<file path="src/rtl/fetch_pkg.sv">
`default_nettype none
// ==== fetch_pkg : shared constants and types for the instruction fetch stage ====
// Rev 1.0
package fetch_pkg;

    localparam int          FETCH_XLEN       = 32;
    localparam logic [31:0] NOP_INST         = 32'h0000_0013;
    localparam logic [31:0] DEFAULT_RESET_PC = 32'h0000_0000;

    typedef enum logic [1:0] {
        ST_IDLE = 2'd0,
        ST_REQ  = 2'd1,
        ST_WAIT = 2'd2,
        ST_DROP = 2'd3
    } fetch_state_t;

    typedef struct packed {
        logic [FETCH_XLEN-1:0] pc;
        logic [31:0]           inst;
    } fetch_entry_t;

endpackage
`default_nettype wire

</file>
<file path="src/rtl/fetch_buffer.sv">
`default_nettype none
// ==== fetch_buffer : small power-of-two FIFO of {pc, inst}; flush beats push/pop ====
// Rev 1.0
module fetch_buffer #(
    parameter int               DEPTH     = 2,
    parameter int               WIDTH     = 64,
    parameter logic [WIDTH-1:0] RESET_VAL = '0
) (
    input  logic                     clk,
    input  logic                     rst,
    input  logic                     push,
    input  logic [WIDTH-1:0]         push_data,
    input  logic                     pop,
    input  logic                     flush,
    output logic [WIDTH-1:0]         head,
    output logic [$clog2(DEPTH):0]   count,
    output logic                     full,
    output logic                     empty
);

    localparam int PTR_W = $clog2(DEPTH);
    localparam int CNT_W = PTR_W + 1;

    logic [WIDTH-1:0] mem [DEPTH];
    logic [PTR_W-1:0] wr_ptr;
    logic [PTR_W-1:0] rd_ptr;
    logic             do_push;
    logic             do_pop;

    assign empty   = (count == '0);
    assign full    = (count == CNT_W'(DEPTH));
    assign do_pop  = pop && !empty;
    assign do_push = push && (!full || do_pop);
    assign head    = mem[rd_ptr];

    // Storage is reset so the head pc/inst read a defined value before the first push.
    always_ff @(posedge clk or posedge rst) begin
        if (rst) begin
            wr_ptr <= '0;
            rd_ptr <= '0;
            count  <= '0;
            for (int i = 0; i < DEPTH; i++) begin
                mem[i] <= RESET_VAL;
            end
        end else if (flush) begin
            wr_ptr <= '0;
            rd_ptr <= '0;
            count  <= '0;
        end else begin
            if (do_push) begin
                mem[wr_ptr] <= push_data;
                wr_ptr      <= wr_ptr + PTR_W'(1);
            end
            if (do_pop) begin
                rd_ptr <= rd_ptr + PTR_W'(1);
            end
            case ({do_push, do_pop})
                2'b10:   count <= count + CNT_W'(1);
                2'b01:   count <= count - CNT_W'(1);
                default: count <= count;
            endcase
        end
    end

endmodule
`default_nettype wire

</file>
<file path="src/rtl/instr_fetch_unit.sv">
`default_nettype none
// ==== instr_fetch_unit : RV32 fetch stage - PC, single-outstanding imem fetch, instruction buffer ====
// Rev 1.0
module instr_fetch_unit
    import fetch_pkg::*;
#(
    parameter int              XLEN      = 32,
    parameter logic [XLEN-1:0] RESET_PC  = DEFAULT_RESET_PC,
    parameter int              BUF_DEPTH = 2
) (
    input  logic            clk,
    input  logic            rst,
    output logic            imem_req,
    output logic [XLEN-1:0] imem_addr,
    input  logic            imem_ready,
    input  logic            imem_rvalid,
    input  logic [XLEN-1:0] imem_rdata,
    input  logic            PCsrc,
    input  logic [XLEN-1:0] branch_target,
    input  logic            stall,
    output logic [31:0]     inst,
    output logic [XLEN-1:0] inst_pc,
    output logic            inst_valid
);

    localparam int              CNT_W   = $clog2(BUF_DEPTH) + 1;
    localparam int              ENTRY_W = XLEN + 32;
    localparam logic [XLEN-1:0] PC_STEP = XLEN'(4);

    fetch_state_t       state;
    fetch_state_t       state_nxt;
    logic [XLEN-1:0]    fetch_pc;
    logic [XLEN-1:0]    fetch_pc_nxt;
    logic [CNT_W-1:0]   buf_count;
    logic [CNT_W-1:0]   wait_fill;
    logic               buf_full;
    logic               buf_empty;
    logic               push;
    logic               pop;
    logic               accept;
    logic               in_flight;
    logic [ENTRY_W-1:0] head;
    logic               target_unused;

    assign target_unused = ^branch_target[1:0];

    assign pop       = !buf_empty && !stall;
    // Occupancy once the returning word lands; another fetch is allowed only if a slot stays free.
    assign wait_fill = buf_count + CNT_W'(1) - CNT_W'(pop);
    assign imem_req  = ((state == ST_REQ) && !buf_full) ||
                       ((state == ST_WAIT) && imem_rvalid && (wait_fill < CNT_W'(BUF_DEPTH)));
    assign accept    = imem_req && imem_ready;
    assign in_flight = accept || (((state == ST_WAIT) || (state == ST_DROP)) && !imem_rvalid);
    assign push      = (state == ST_WAIT) && imem_rvalid;
    assign imem_addr = fetch_pc;

    always_comb begin
        state_nxt    = state;
        fetch_pc_nxt = fetch_pc;
        if (accept) begin
            fetch_pc_nxt = fetch_pc + PC_STEP;
        end
        case (state)
            ST_IDLE: state_nxt = ST_REQ;
            ST_REQ:  if (accept) state_nxt = ST_WAIT;
            ST_WAIT: if (imem_rvalid) state_nxt = accept ? ST_WAIT : ST_REQ;
            ST_DROP: if (imem_rvalid) state_nxt = ST_REQ;
            default: state_nxt = ST_IDLE;
        endcase
        // Anything still in flight after a redirect is wrong-path and must be swallowed.
        if (PCsrc) begin
            fetch_pc_nxt = {branch_target[XLEN-1:2], 2'b00};
            state_nxt    = in_flight ? ST_DROP : ST_REQ;
        end
    end

    always_ff @(posedge clk or posedge rst) begin
        if (rst) begin
            state    <= ST_IDLE;
            fetch_pc <= RESET_PC;
        end else begin
            state    <= state_nxt;
            fetch_pc <= fetch_pc_nxt;
        end
    end

    // In WAIT the outstanding word's address is one step behind fetch_pc.
    fetch_buffer #(
        .DEPTH     (BUF_DEPTH),
        .WIDTH     (ENTRY_W),
        .RESET_VAL ({RESET_PC, NOP_INST})
    ) u_buf (
        .clk       (clk),
        .rst       (rst),
        .push      (push),
        .push_data ({fetch_pc - PC_STEP, imem_rdata}),
        .pop       (pop),
        .flush     (PCsrc),
        .head      (head),
        .count     (buf_count),
        .full      (buf_full),
        .empty     (buf_empty)
    );

    assign inst_valid = !buf_empty;
    assign inst       = buf_empty ? NOP_INST : head[31:0];
    assign inst_pc    = head[ENTRY_W-1:32];

endmodule
`default_nettype wire

</file>
<file path="config.mk">
export PLATFORM = sky130hd
export DESIGN_NAME = instr_fetch_unit
export DESIGN_NICKNAME = d
export VERILOG_FILES = /design/src/rtl/fetch_pkg.sv /design/src/rtl/fetch_buffer.sv /design/src/rtl/instr_fetch_unit.sv
export SDC_FILE = /design/constraint.sdc
export NUM_CORES = 1
export LEC_CHECK = 0
export ABC_AREA = 1
export BUFFER_PORTS_ARGS = -buffer_cell sky130_fd_sc_hd__buf_2
export CORE_UTILIZATION = 62
export DETAILED_ROUTE_END_ITERATION = 10
export PLACE_DENSITY = 0.95
export SLEW_MARGIN = 40
export SYNTH_ARGS = -nofsm -noshare
export SYNTH_HDL_FRONTEND = slang
export SYNTH_HIERARCHICAL = 1
export SYNTH_SLANG_ARGS = --single-unit
export TNS_END_PERCENT = 100
</file>
<file path="constraint.sdc">
create_clock -name clk -period 7 [get_ports clk]
set_input_delay 1.4 -clock clk [delete_from_list [all_inputs] [get_ports clk]]
set_output_delay 1.4 -clock clk [all_outputs]
set_load 0.01 [all_outputs]
</file>
==> metrics.txt, run 1 <==
status=finished clean; Period Utilization, post-route=51.8%; Total GRT Usage=29.8%; first-pass GRT wire length=38200 um; min cycle time layout=3.62 ns; Final Hold Vio Count=0; Worst VDD drop=0.217 mV; CTS tree=done; worst slew pin tran=0.732 ns; DP HPWL=15600 um; cell area after synthesis=0.00976 mm2; Commonest cells post-synth=nand2_1 (492), dfrtp_1 (158), inv_1 (142); n_diodes=0; Core Region=0.0153 mm2; Die Wd=127 um; register area share after synthesis=42.1%; cell row count=45; H-tree depth=4; via/cell ratio=5.31; worst skew pair latency=0.43 ns; clock root buffer=clkbuf_16; met2 WL=11500 um; cells after synthesis=1275; DRT iter0 DRCs=692; Overflow after GRT=0; Max Freq=276 MHz; Max Cap Violations=0; slew margin rel.=51.2%; crit start category=primary input; clock sink total=164; drt pass-1 iters=5; Synth area leader=dfrtp_1; wire per inst=14.2 um; number of synthesized flops with an enable pin=0; Final Instance Count excl. Fillers=1625; drt total wl=23000 um; full die area=0.0163 mm2; Worst Slack Setup Final=3.38 ns; CP Capture Type=primary output; Die Y=127 um; Initial Util=64.0%; fill count=1144; top cell type's share of synthesized area=40.5%; CTS Buf Count=17; reg-to-reg setup timing slack=4.00 ns; ys async rst share=100%; Yosys cell types=39; Mean Syn Cell Area=7.66 um2; crit-path max FO=6; vias post-DR=8632; top cells by area, synth=dfrtp_1 (40%), nand2_1 (19%), o21ai_2 (9.5%), inv_1 (5.5%), xor2_1 (3.5%); Final setup viols=0; pwr/cell area=354 mW/mm2; RSZ-0062 raised after global routing=no; Main synth FF type=dfrtp_1; Worst-path clk slew=0.06 ns; cell count after placement=1593; met3 routed WL=1520 um; flip-flop and latch area=0.00411 mm2; #FFs+latches synth=164; largest net degree at the start of global routing=70; worst hold path type=flop to flop; Layout area overhead=13.9%; port buffer count=163; worst-case clock buffer depth=2; post_cts resized=0; Slew Viols, Final=0; setup TNS=0 ns; share of cells above drive strength 1=26.2%; placer congestion estimate=0.954; final net count=1476; initial antenna violation count=1; DRT antenna net count=0; hold buffer count at cts=0; Worst Clk Skew=0.0103 ns; max layer used=met5; post-CTS setup buffer count=0; # DRC=0; Arr. time, crit path=2.22 ns; cell with the most instances after synthesis=nand2_1; synth warn=6; critical path class=primary input to primary output; P_leak=5.88 nW; pre-CTS worst setup slack=3.37 ns; io pins=168; Crit path required time=5.60 ns; met1 wire length=9460 um; vias in the first global route=8111; area of the multi-input gates=0.00457 mm2
metrics by stage:
step                      instance area (um2)  utilization, %  power [mW]  hold slack, ns
final                                   11100            72.9        3.94           0.482
after floorplan                          9770               -        2.47           0.453
after CTS                               11100            72.8        3.95           0.483
after global routing                    11100            72.9        4.20           0.490
after global placement                  10400            68.1        2.81           0.465
after detailed placement                10400            68.4        2.89           0.468
kinds of logic after synthesis:
family | Yosys count | share of synthesized area (%)
simple gates | 694 | 30.2
buf+inv | 220 | 11.2
fa+ha+maj | 5 | 0.641
xor+xnor | 41 | 3.68
compound gates | 150 | 12.1
flops | 164 | 42.1
other cells | 1 | 0.0384
sequential cells by signal, indices dropped and copies added (netlist names):
signal        flops
u_buf/wr_ptr      1
u_buf/mem       128
u_buf/count       2
state             2
imem_addr        30
u_buf/rd_ptr      1
per-layer routing:
layer	vias to the layer above	GRT usage (%)
met5	-	0
met4	2	12.0
met3	58	5.07
met2	383	50.8
met1	3999	37.8
li1	4190	-
power breakdown:
part / internal [mW] / leakage, nW / switching (mW)
Combinational: 0.530 / 3.42 / 0.920
Clock: 0.664 / 0.324 / 0.376
Sequential: 1.21 / 2.14 / 0.232
final cells by class:
class,count,share of cell area (%)
multi-input combinational,894,41.1
sequential,164,37.0
timing repair buffer,174,8.45
inverter,150,5.11
clock buffer,21,4.23
tap,211,2.37
clock inverter,11,1.78
final timing paths:
kind | startpoint | end | depth (start not counted)
worst max-delay path | imem_rvalid | imem_req | 6
worst min-delay path | u_buf/mem[127]$_DFFE_PP0P_ | u_buf/mem[127]$_DFFE_PP0P_ | 2
worst max register to register | u_buf/count[0]$_DFFE_PP0P_ | u_buf/mem[90]$_DFFE_PP0P_ | 12
worst min register to register | u_buf/mem[127]$_DFFE_PP0P_ | u_buf/mem[127]$_DFFE_PP0P_ | 2
max in group asynchronous | rst | u_buf/mem[16]$_DFFE_PP0P_ | 3
min in group asynchronous | rst | u_buf/mem[37]$_DFFE_PP0P_ | 2
placed cells by master, fill, tap and decap left out, types with 17 or more instances in the layout:
master	instances
buf_2	163
xor2_1	39
clkbuf_16	17
nor2_1	74
o21ai_2	106
nor3_1	18
inv_1	139
dfrtp_1	157
nand2_1	492
nand3_1	55
worst max-delay path, stage by stage:
cell	delay, ns
buf_2	0.10
nand2_1	0.05
inv_1	0.25
nand3_2	0.16
nand2_2	0.11
buf_2	0.15
Power figures use the tool's default switching activity.
==> inputs of run 2 (changes only) <==
ABC_AREA = 0   (was 1)
CORE_UTILIZATION = 56   (was 62)
PLACE_DENSITY = 0.9   (was 0.95)
clock period = 3.4 ns   (was 7 ns; I/O delays follow)
==> metrics.txt, run 2 <==
Worst VDD drop=0.394 mV (was 0.217 mV); top cells by area, synth=dfrtp_1 (45%), mux2_2 (19%), mux2_4 (8.4%), xor2_1 (2.7%), nor2b_1 (2.6%) (was dfrtp_1 (40%), nand2_1 (19%), o21ai_2 (9.5%), inv_1 (5.5%), xor2_1 (3.5%)); P_int=4.47 mW (was 2.41 mW); Die Y=127 um (about the same); first-pass GRT wire length=32300 um (was 38200 um); Yosys cell types=55 (was 39); Slew Viols, Final=0 (unchanged); Worst-path clk slew=0.06 ns (about the same); DRT antenna net count=0 (unchanged); worst slew pin tran=0.722 ns (was 0.732 ns); cell with the most instances after synthesis=dfrtp_1 (was nand2_1); worst-case clock buffer depth=2 (unchanged); RSZ-0062 raised after global routing=no (unchanged); Crit path required time=2.72 ns (was 5.60 ns); Synth area leader=dfrtp_1 (unchanged); placer congestion estimate=0.833 (was 0.954); Commonest cells post-synth=dfrtp_1 (158), mux2_2 (146), mux2_4 (49) (was nand2_1 (492), dfrtp_1 (158), inv_1 (142)); number of synthesized flops with an enable pin=0 (unchanged); clock share of power=33.0% (was 26.4%); critical path class=flop to primary output (was primary input to primary output); drt total wl=20000 um (was 23000 um); max reg flops=128 (unchanged); met3 routed WL=1030 um (was 1520 um); Initial Util=57.5% (was 64.0%); CP Capture Type=primary output (unchanged); ys async rst share=100% (unchanged); worst hold path type=primary input to asynchronous set/reset pin (was flop to flop); Sw Pwr=1.70 mW (was 1.53 mW); post_cts resized=0 (unchanged); cell area after synthesis=0.00878 mm2 (was 0.00976 mm2); final net count=953 (was 1476); drt pass-1 iters=4 (was 5); slew margin rel.=51.8% (was 51.2%); flip-flop and latch area=0.00411 mm2 (unchanged); min cycle time layout=2.95 ns; setup TNS=0 ns (unchanged); met2 WL=9640 um (was 11500 um); Final Cell Area=0.0105 mm2 (was 0.0111 mm2); top cell type's share of synthesized area=45.1% (was 40.5%); clock root buffer=clkbuf_16 (unchanged); Max Cap Violations=0 (unchanged); Mean Syn Cell Area=12.1 um2 (was 7.66 um2); #FFs+latches synth=164 (unchanged); commonest non-fill, non-tap cell in the layout=buf_2 (was nand2_1); H-tree depth=4 (unchanged); Total GRT Usage=25.8% (was 29.8%); status=finished clean (unchanged); largest net degree at the start of global routing=59 (was 70); share of cells above drive strength 1=49.2% (was 26.2%); worst skew pair latency=0.43 ns (about the same); met1 wire length=8850 um (was 9460 um); most frequent cells in the layout=buf_2 (163), dfrtp_1 (157), mux2_2 (146) (was nand2_1 (492), buf_2 (163), dfrtp_1 (157)); Critical R2R Capture=u_buf/mem[60]$_DFFE_PP0P_ (was u_buf/mem[90]$_DFFE_PP0P_); synth warn=6 (unchanged); reg-to-reg setup timing slack=0.46 ns (was 4.00 ns); io pins=168 (unchanged); reg2reg start=imem_addr[2]$_DFFE_PP0P_ (was u_buf/count[0]$_DFFE_PP0P_); Worst Clk Skew=0.0122 ns (was 0.0103 ns); Switching Fraction=27.5% (was 38.8%); Max Freq=339 MHz; Sequential Power Share=41.6% (was 36.7%); Period Utilization, post-route=86.8%; post-CTS setup buffer count=0 (unchanged); vias post-DR=6200 (was 8632); Comb pwr share=25.5% (was 36.8%); full die area=0.0162 mm2 (was 0.0163 mm2); max layer used=met4 (was met5); DP HPWL=13600 um (was 15600 um); area of the multi-input gates=0.00437 mm2 (was 0.00457 mm2); Overflow after GRT=0 (unchanged); P_leak=5.17 nW (was 5.88 nW); CTS tree=done (unchanged); # DRC=0 (unchanged); clock sink total=164 (unchanged); via/cell ratio=5.62 (was 5.31); hold buffer count at cts=0 (unchanged); Final Hold Vio Count=0 (unchanged); register area share after synthesis=46.8% (was 42.1%); Area after DPL=0.00983 mm2 (was 0.0104 mm2); cells after synthesis=726 (was 1275); crit start category=flop (was primary input); r2r worst-path depth=8 (was 12); Main synth FF type=dfrtp_1 (unchanged); DRT iter0 DRCs=340 (was 692); Final setup viols=0 (unchanged); port buffer count=163 (unchanged); wire per inst=18.2 um (was 14.2 um); crit-path max FO=18 (was 6); Layout area overhead=19.1% (was 13.9%); Arr. time, crit path=2.27 ns (was 2.22 ns); fill count=1145 (was 1144); Core Region=0.0153 mm2 (unchanged); Top reg by flops=u_buf/mem (unchanged); initial antenna violation count=1 (unchanged); vias in the first global route=6413 (was 8111); cell row count=45 (unchanged); CTS Buf Count=17 (unchanged); pwr/cell area=590 mW/mm2 (was 354 mW/mm2); Die Wd=127 um (about the same)
==> run 2: worst max-delay path by stage <==
stage / from / end / slack, ns / cells past startpoint
3_5_place_dp: imem_addr[2]$_DFFE_PP0P_ / u_buf/mem[125]$_DFFE_PP0P_ / 0.49 / 6
6_report: u_buf/count[1]$_DFFE_PP0P_ / imem_req / 0.45 / 6
4_1_cts: u_buf/count[1]$_DFFE_PP0P_ / imem_req / 0.41 / 6
3_3_place_gp: imem_addr[2]$_DFFE_PP0P_ / u_buf/mem[61]$_DFFE_PP0P_ / 0.55 / 6
2_1_floorplan: imem_addr[5]$_DFFE_PP0P_ / u_buf/mem[61]$_DFFE_PP0P_ / 0.56 / 7
5_1_grt: u_buf/count[1]$_DFFE_PP0P_ / imem_req / 0.29 / 6
==> run 2: cell families after synthesis <==
logic type	Yosys count	share of synthesized area (%)
compound gates	64	4.80
fa+ha+maj	5	0.713
xor+xnor	43	4.38
mux	198	27.5
other cells	1	0.0427
flops	164	46.8
buf+inv	67	3.72
simple gates	184	12.0
==> run 2: layout make-up <==
| type | count | area share [%] |
|---|---|---|
| clock inverters | 10 | 1.48 |
| well taps | 211 | 2.52 |
| multi-input cells | 500 | 41.7 |
| diodes | 1 | 0.0239 |
| clock buffers | 22 | 4.44 |
| flip-flops and latches | 164 | 39.3 |
| repair buffers | 185 | 10.1 |
| inverters | 10 | 0.395 |
==> run 2: stage by stage <==
step	util (%)	hold WS, ns	cells	setup WS, ns	total power, mW
finish	68.5	0.283	1103	0.450	6.17
global route	68.5	0.301	1103	0.292	6.43
CTS	68.5	0.292	1102	0.415	6.20
detailed placement	64.5	0.489	1070	0.493	4.16
global placement	64.3	0.483	1069	0.549	4.08
floorplan	-	0.475	731	0.563	3.65
==> run 2: worst max-delay path, stage by stage, from the launching register on <==
cell,delay [ns]
dfrtp_1,0.46
nor2_2,0.39
o21ai_0,0.19
mux2i_1,0.15
buf_4,0.21
or2_2,0.30
buf_2,0.15
==> run 2: per-layer routing <==
metal / up-vias / GRT usage (%)
li1: 2890 / -
met1: 3082 / 33.0
met2: 192 / 42.6
met3: 36 / 5.74
met4: 0 / 10.6
met5: - / 0
==> run 2: power groups by stage <==
stage,sequential (mW),clock (mW),combinational [mW]
6_report,2.57,2.04,1.57
5_1_grt,2.61,2.12,1.70
3_5_place_dp,2.59,0,1.57
4_1_cts,2.56,2.05,1.58
2_1_floorplan,2.51,0,1.15
3_3_place_gp,2.56,0,1.52
==> inputs of run 3 (changes only) <==
CORE_ASPECT_RATIO = 1.5   (was unset)
==> metrics.txt, run 3 (synthesized netlist as in run 2, its figures left out) <==
status=finished clean (unchanged); vias post-DR=6180 (was 6200); full die area=0.0162 mm2 (about the same); vias in the first global route=6267 (was 6413); Top reg by flops=u_buf/mem (unchanged); n_diodes=0 (was 1); Layout area overhead=19.4% (was 19.1%); final hold slack=0.260 ns (was 0.283 ns); CP max stage delay=0.46 ns (about the same); initial antenna violation count=0 (was 1); Worst-path clk slew=0.06 ns (about the same); via/cell ratio=5.66 (was 5.62); cell count after placement=1058 (was 1070); Cell Chain, Critical Path=nor2_2, buf_4, o21ai_0, mux2i_1, buf_4, or2_2, buf_2 (was nor2_2, o21ai_0, mux2i_1, buf_4, or2_2, buf_2); post_cts resized=0 (unchanged); cell mode on critical path=buf_4; P_int=4.55 mW (was 4.47 mW); DRT iter0 DRCs=308 (was 340); Max Freq=331 MHz (was 339 MHz); drt total wl=19600 um (was 20000 um); worst slew pin tran=0.694 ns (was 0.722 ns); clock root buffer=clkbuf_16 (unchanged); Final setup viols=0 (unchanged); Final Instance Count excl. Fillers=1091 (was 1103); Arr. time, crit path=2.34 ns (was 2.27 ns); worst skew pair latency=0.42 ns (was 0.43 ns); Crit path max-delay family=buffers and inverters (was simple AND/OR/NAND/NOR gates); Die Y=155 um (was 127 um); reg-to-reg setup timing slack=0.49 ns (was 0.46 ns); port buffer count=163 (unchanged); r2r worst-path depth=6 (was 8); CP bufs+invs=3 (was 2); final net count=954 (was 953); Comb pwr share=25.5% (about the same); Sequential Power Share=40.9% (was 41.6%); # DRC=0 (unchanged); Core Region=0.0152 mm2 (was 0.0153 mm2); worst-case clock buffer depth=2 (unchanged); Slew Viols, Final=0 (unchanged); max reg flops=128 (unchanged); Crit path required time=2.72 ns (about the same); wire per inst=18.0 um (was 18.2 um); setup TNS=0 ns (unchanged); worst hold path type=primary input to asynchronous set/reset pin (unchanged); DP HPWL=13600 um (about the same); io pins=168 (unchanged); CTS tree=done (unchanged); crit-path max FO=35 (was 18); Sw Pwr=1.73 mW (was 1.70 mW); Final Hold Vio Count=0 (unchanged); RSZ-0062 raised after global routing=no (unchanged); post-CTS setup buffer count=0 (unchanged); drt pass-1 iters=5 (was 4); Max Cap Violations=0 (unchanged); crit start category=flop (unchanged); H-tree depth=4 (unchanged); slew margin rel.=53.7% (was 51.8%); most frequent cells in the layout=buf_2 (163), dfrtp_1 (157), mux2_2 (146) (unchanged); clock sink total=164 (unchanged); Total GRT Usage=24.7% (was 25.8%); Die Wd=104 um (was 127 um); Period Utilization, post-route=88.9% (was 86.8%); CP Capture Type=primary output (unchanged); critical path class=flop to primary output (unchanged); hold buffer count at cts=0 (unchanged); Switching Fraction=27.5% (about the same); min cycle time layout=3.02 ns (was 2.95 ns); Worst Clk Skew=0.0107 ns (was 0.0122 ns); Overflow after GRT=0 (unchanged); reg2reg start=imem_addr[2]$_DFFE_PP0P_ (unchanged); first-pass GRT wire length=31400 um (was 32300 um); largest net degree at the start of global routing=53 (was 59); share of cells above drive strength 1=49.2% (about the same); commonest non-fill, non-tap cell in the layout=buf_2 (unchanged); Critical R2R Capture=u_buf/mem[61]$_DFFE_PP0P_ (was u_buf/mem[60]$_DFFE_PP0P_); Worst VDD drop=0.410 mV (was 0.394 mV); P_leak=5.18 nW (was 5.17 nW); placer congestion estimate=0.874 (was 0.833); cell row count=55 (was 45); Crit-path slowest cell=dfrtp_1 (unchanged); clock share of power=33.5% (was 33.0%); pwr/cell area=599 mW/mm2 (was 590 mW/mm2); Initial Util=57.7% (was 57.5%); CTS Buf Count=17 (unchanged); DRT antenna net count=0 (unchanged)
==> run 3: cell count changes in the layout (fill, tap and decap cells not counted) <==
cell and change:
buf_4 +1, bufinv_16 +1, clkbuf_8 -1, clkinv_2 -4, clkinv_4 +1, clkinvlp_4 +1, diode_2 -1, inv_6 +2
==> run 3: worst register-to-register path, stage by stage (launching register included) <==
cell	delay [ns]
dfrtp_1	0.45
or4_4	0.57
or4_4	0.48
or4_4	0.53
or3_4	0.35
xnor2_2	0.14
mux2_2	0.27
==> run 3: worst max path at each step <==
| stage | from | end | slack [ns] | cells past startpoint |
|---|---|---|---|---|
| after CTS | u_buf/count[1]$_DFFE_PP0P_ | imem_req | 0.35 | 7 |
| after global routing | u_buf/count[1]$_DFFE_PP0P_ | imem_req | 0.19 | 7 |
| after floorplan | imem_addr[5]$_DFFE_PP0P_ | u_buf/mem[61]$_DFFE_PP0P_ | 0.56 | 7 |
| after detailed placement | imem_addr[2]$_DFFE_PP0P_ | u_buf/mem[61]$_DFFE_PP0P_ | 0.50 | 6 |
| after global placement | imem_addr[5]$_DFFE_PP0P_ | u_buf/mem[61]$_DFFE_PP0P_ | 0.54 | 6 |
| final | u_buf/count[1]$_DFFE_PP0P_ | imem_req | 0.38 | 7 |
==> run 3: final cells by class <==
cell class | count | area (um2)
sequential | 164 | 4110
timing repair buffer | 186 | 1060
multi-input combinational | 500 | 4370
inverter | 10 | 41.3
fill | 1120 | 4730
clock buffer | 21 | 450
clock inverter | 11 | 199
tap | 199 | 249
==> run 3: stage by stage <==
| stage | power, mW | util, % | instance area (um2) | worst slack [ns] |
|---|---|---|---|---|
| detailed placement | 4.18 | 64.4 | 9800 | 0.497 |
| global placement | 4.11 | 64.4 | 9800 | 0.543 |
| CTS | 6.32 | 68.7 | 10400 | 0.353 |
| finish | 6.27 | 68.9 | 10500 | 0.376 |
| global route | 6.56 | 68.9 | 10500 | 0.185 |
| floorplan | 3.65 | - | 8800 | 0.563 |
==> run 3: power groups by stage <==
stage / sequential [mW] / clock, mW / combinational, mW
CTS: 2.57 / 2.14 / 1.61
global placement: 2.56 / 0 / 1.55
finish: 2.57 / 2.10 / 1.60
global route: 2.61 / 2.23 / 1.72
detailed placement: 2.59 / 0 / 1.59
floorplan: 2.51 / 0 / 1.15
==> run 3: metal layers <==
metal	vias up	global-route usage [%]	routed length [um]
met3	36	3.81	685
met5	-	0	0
met4	0	10.8	583
met2	206	44.3	10300
li1	2884	-	-
met1	3054	29.1	8020
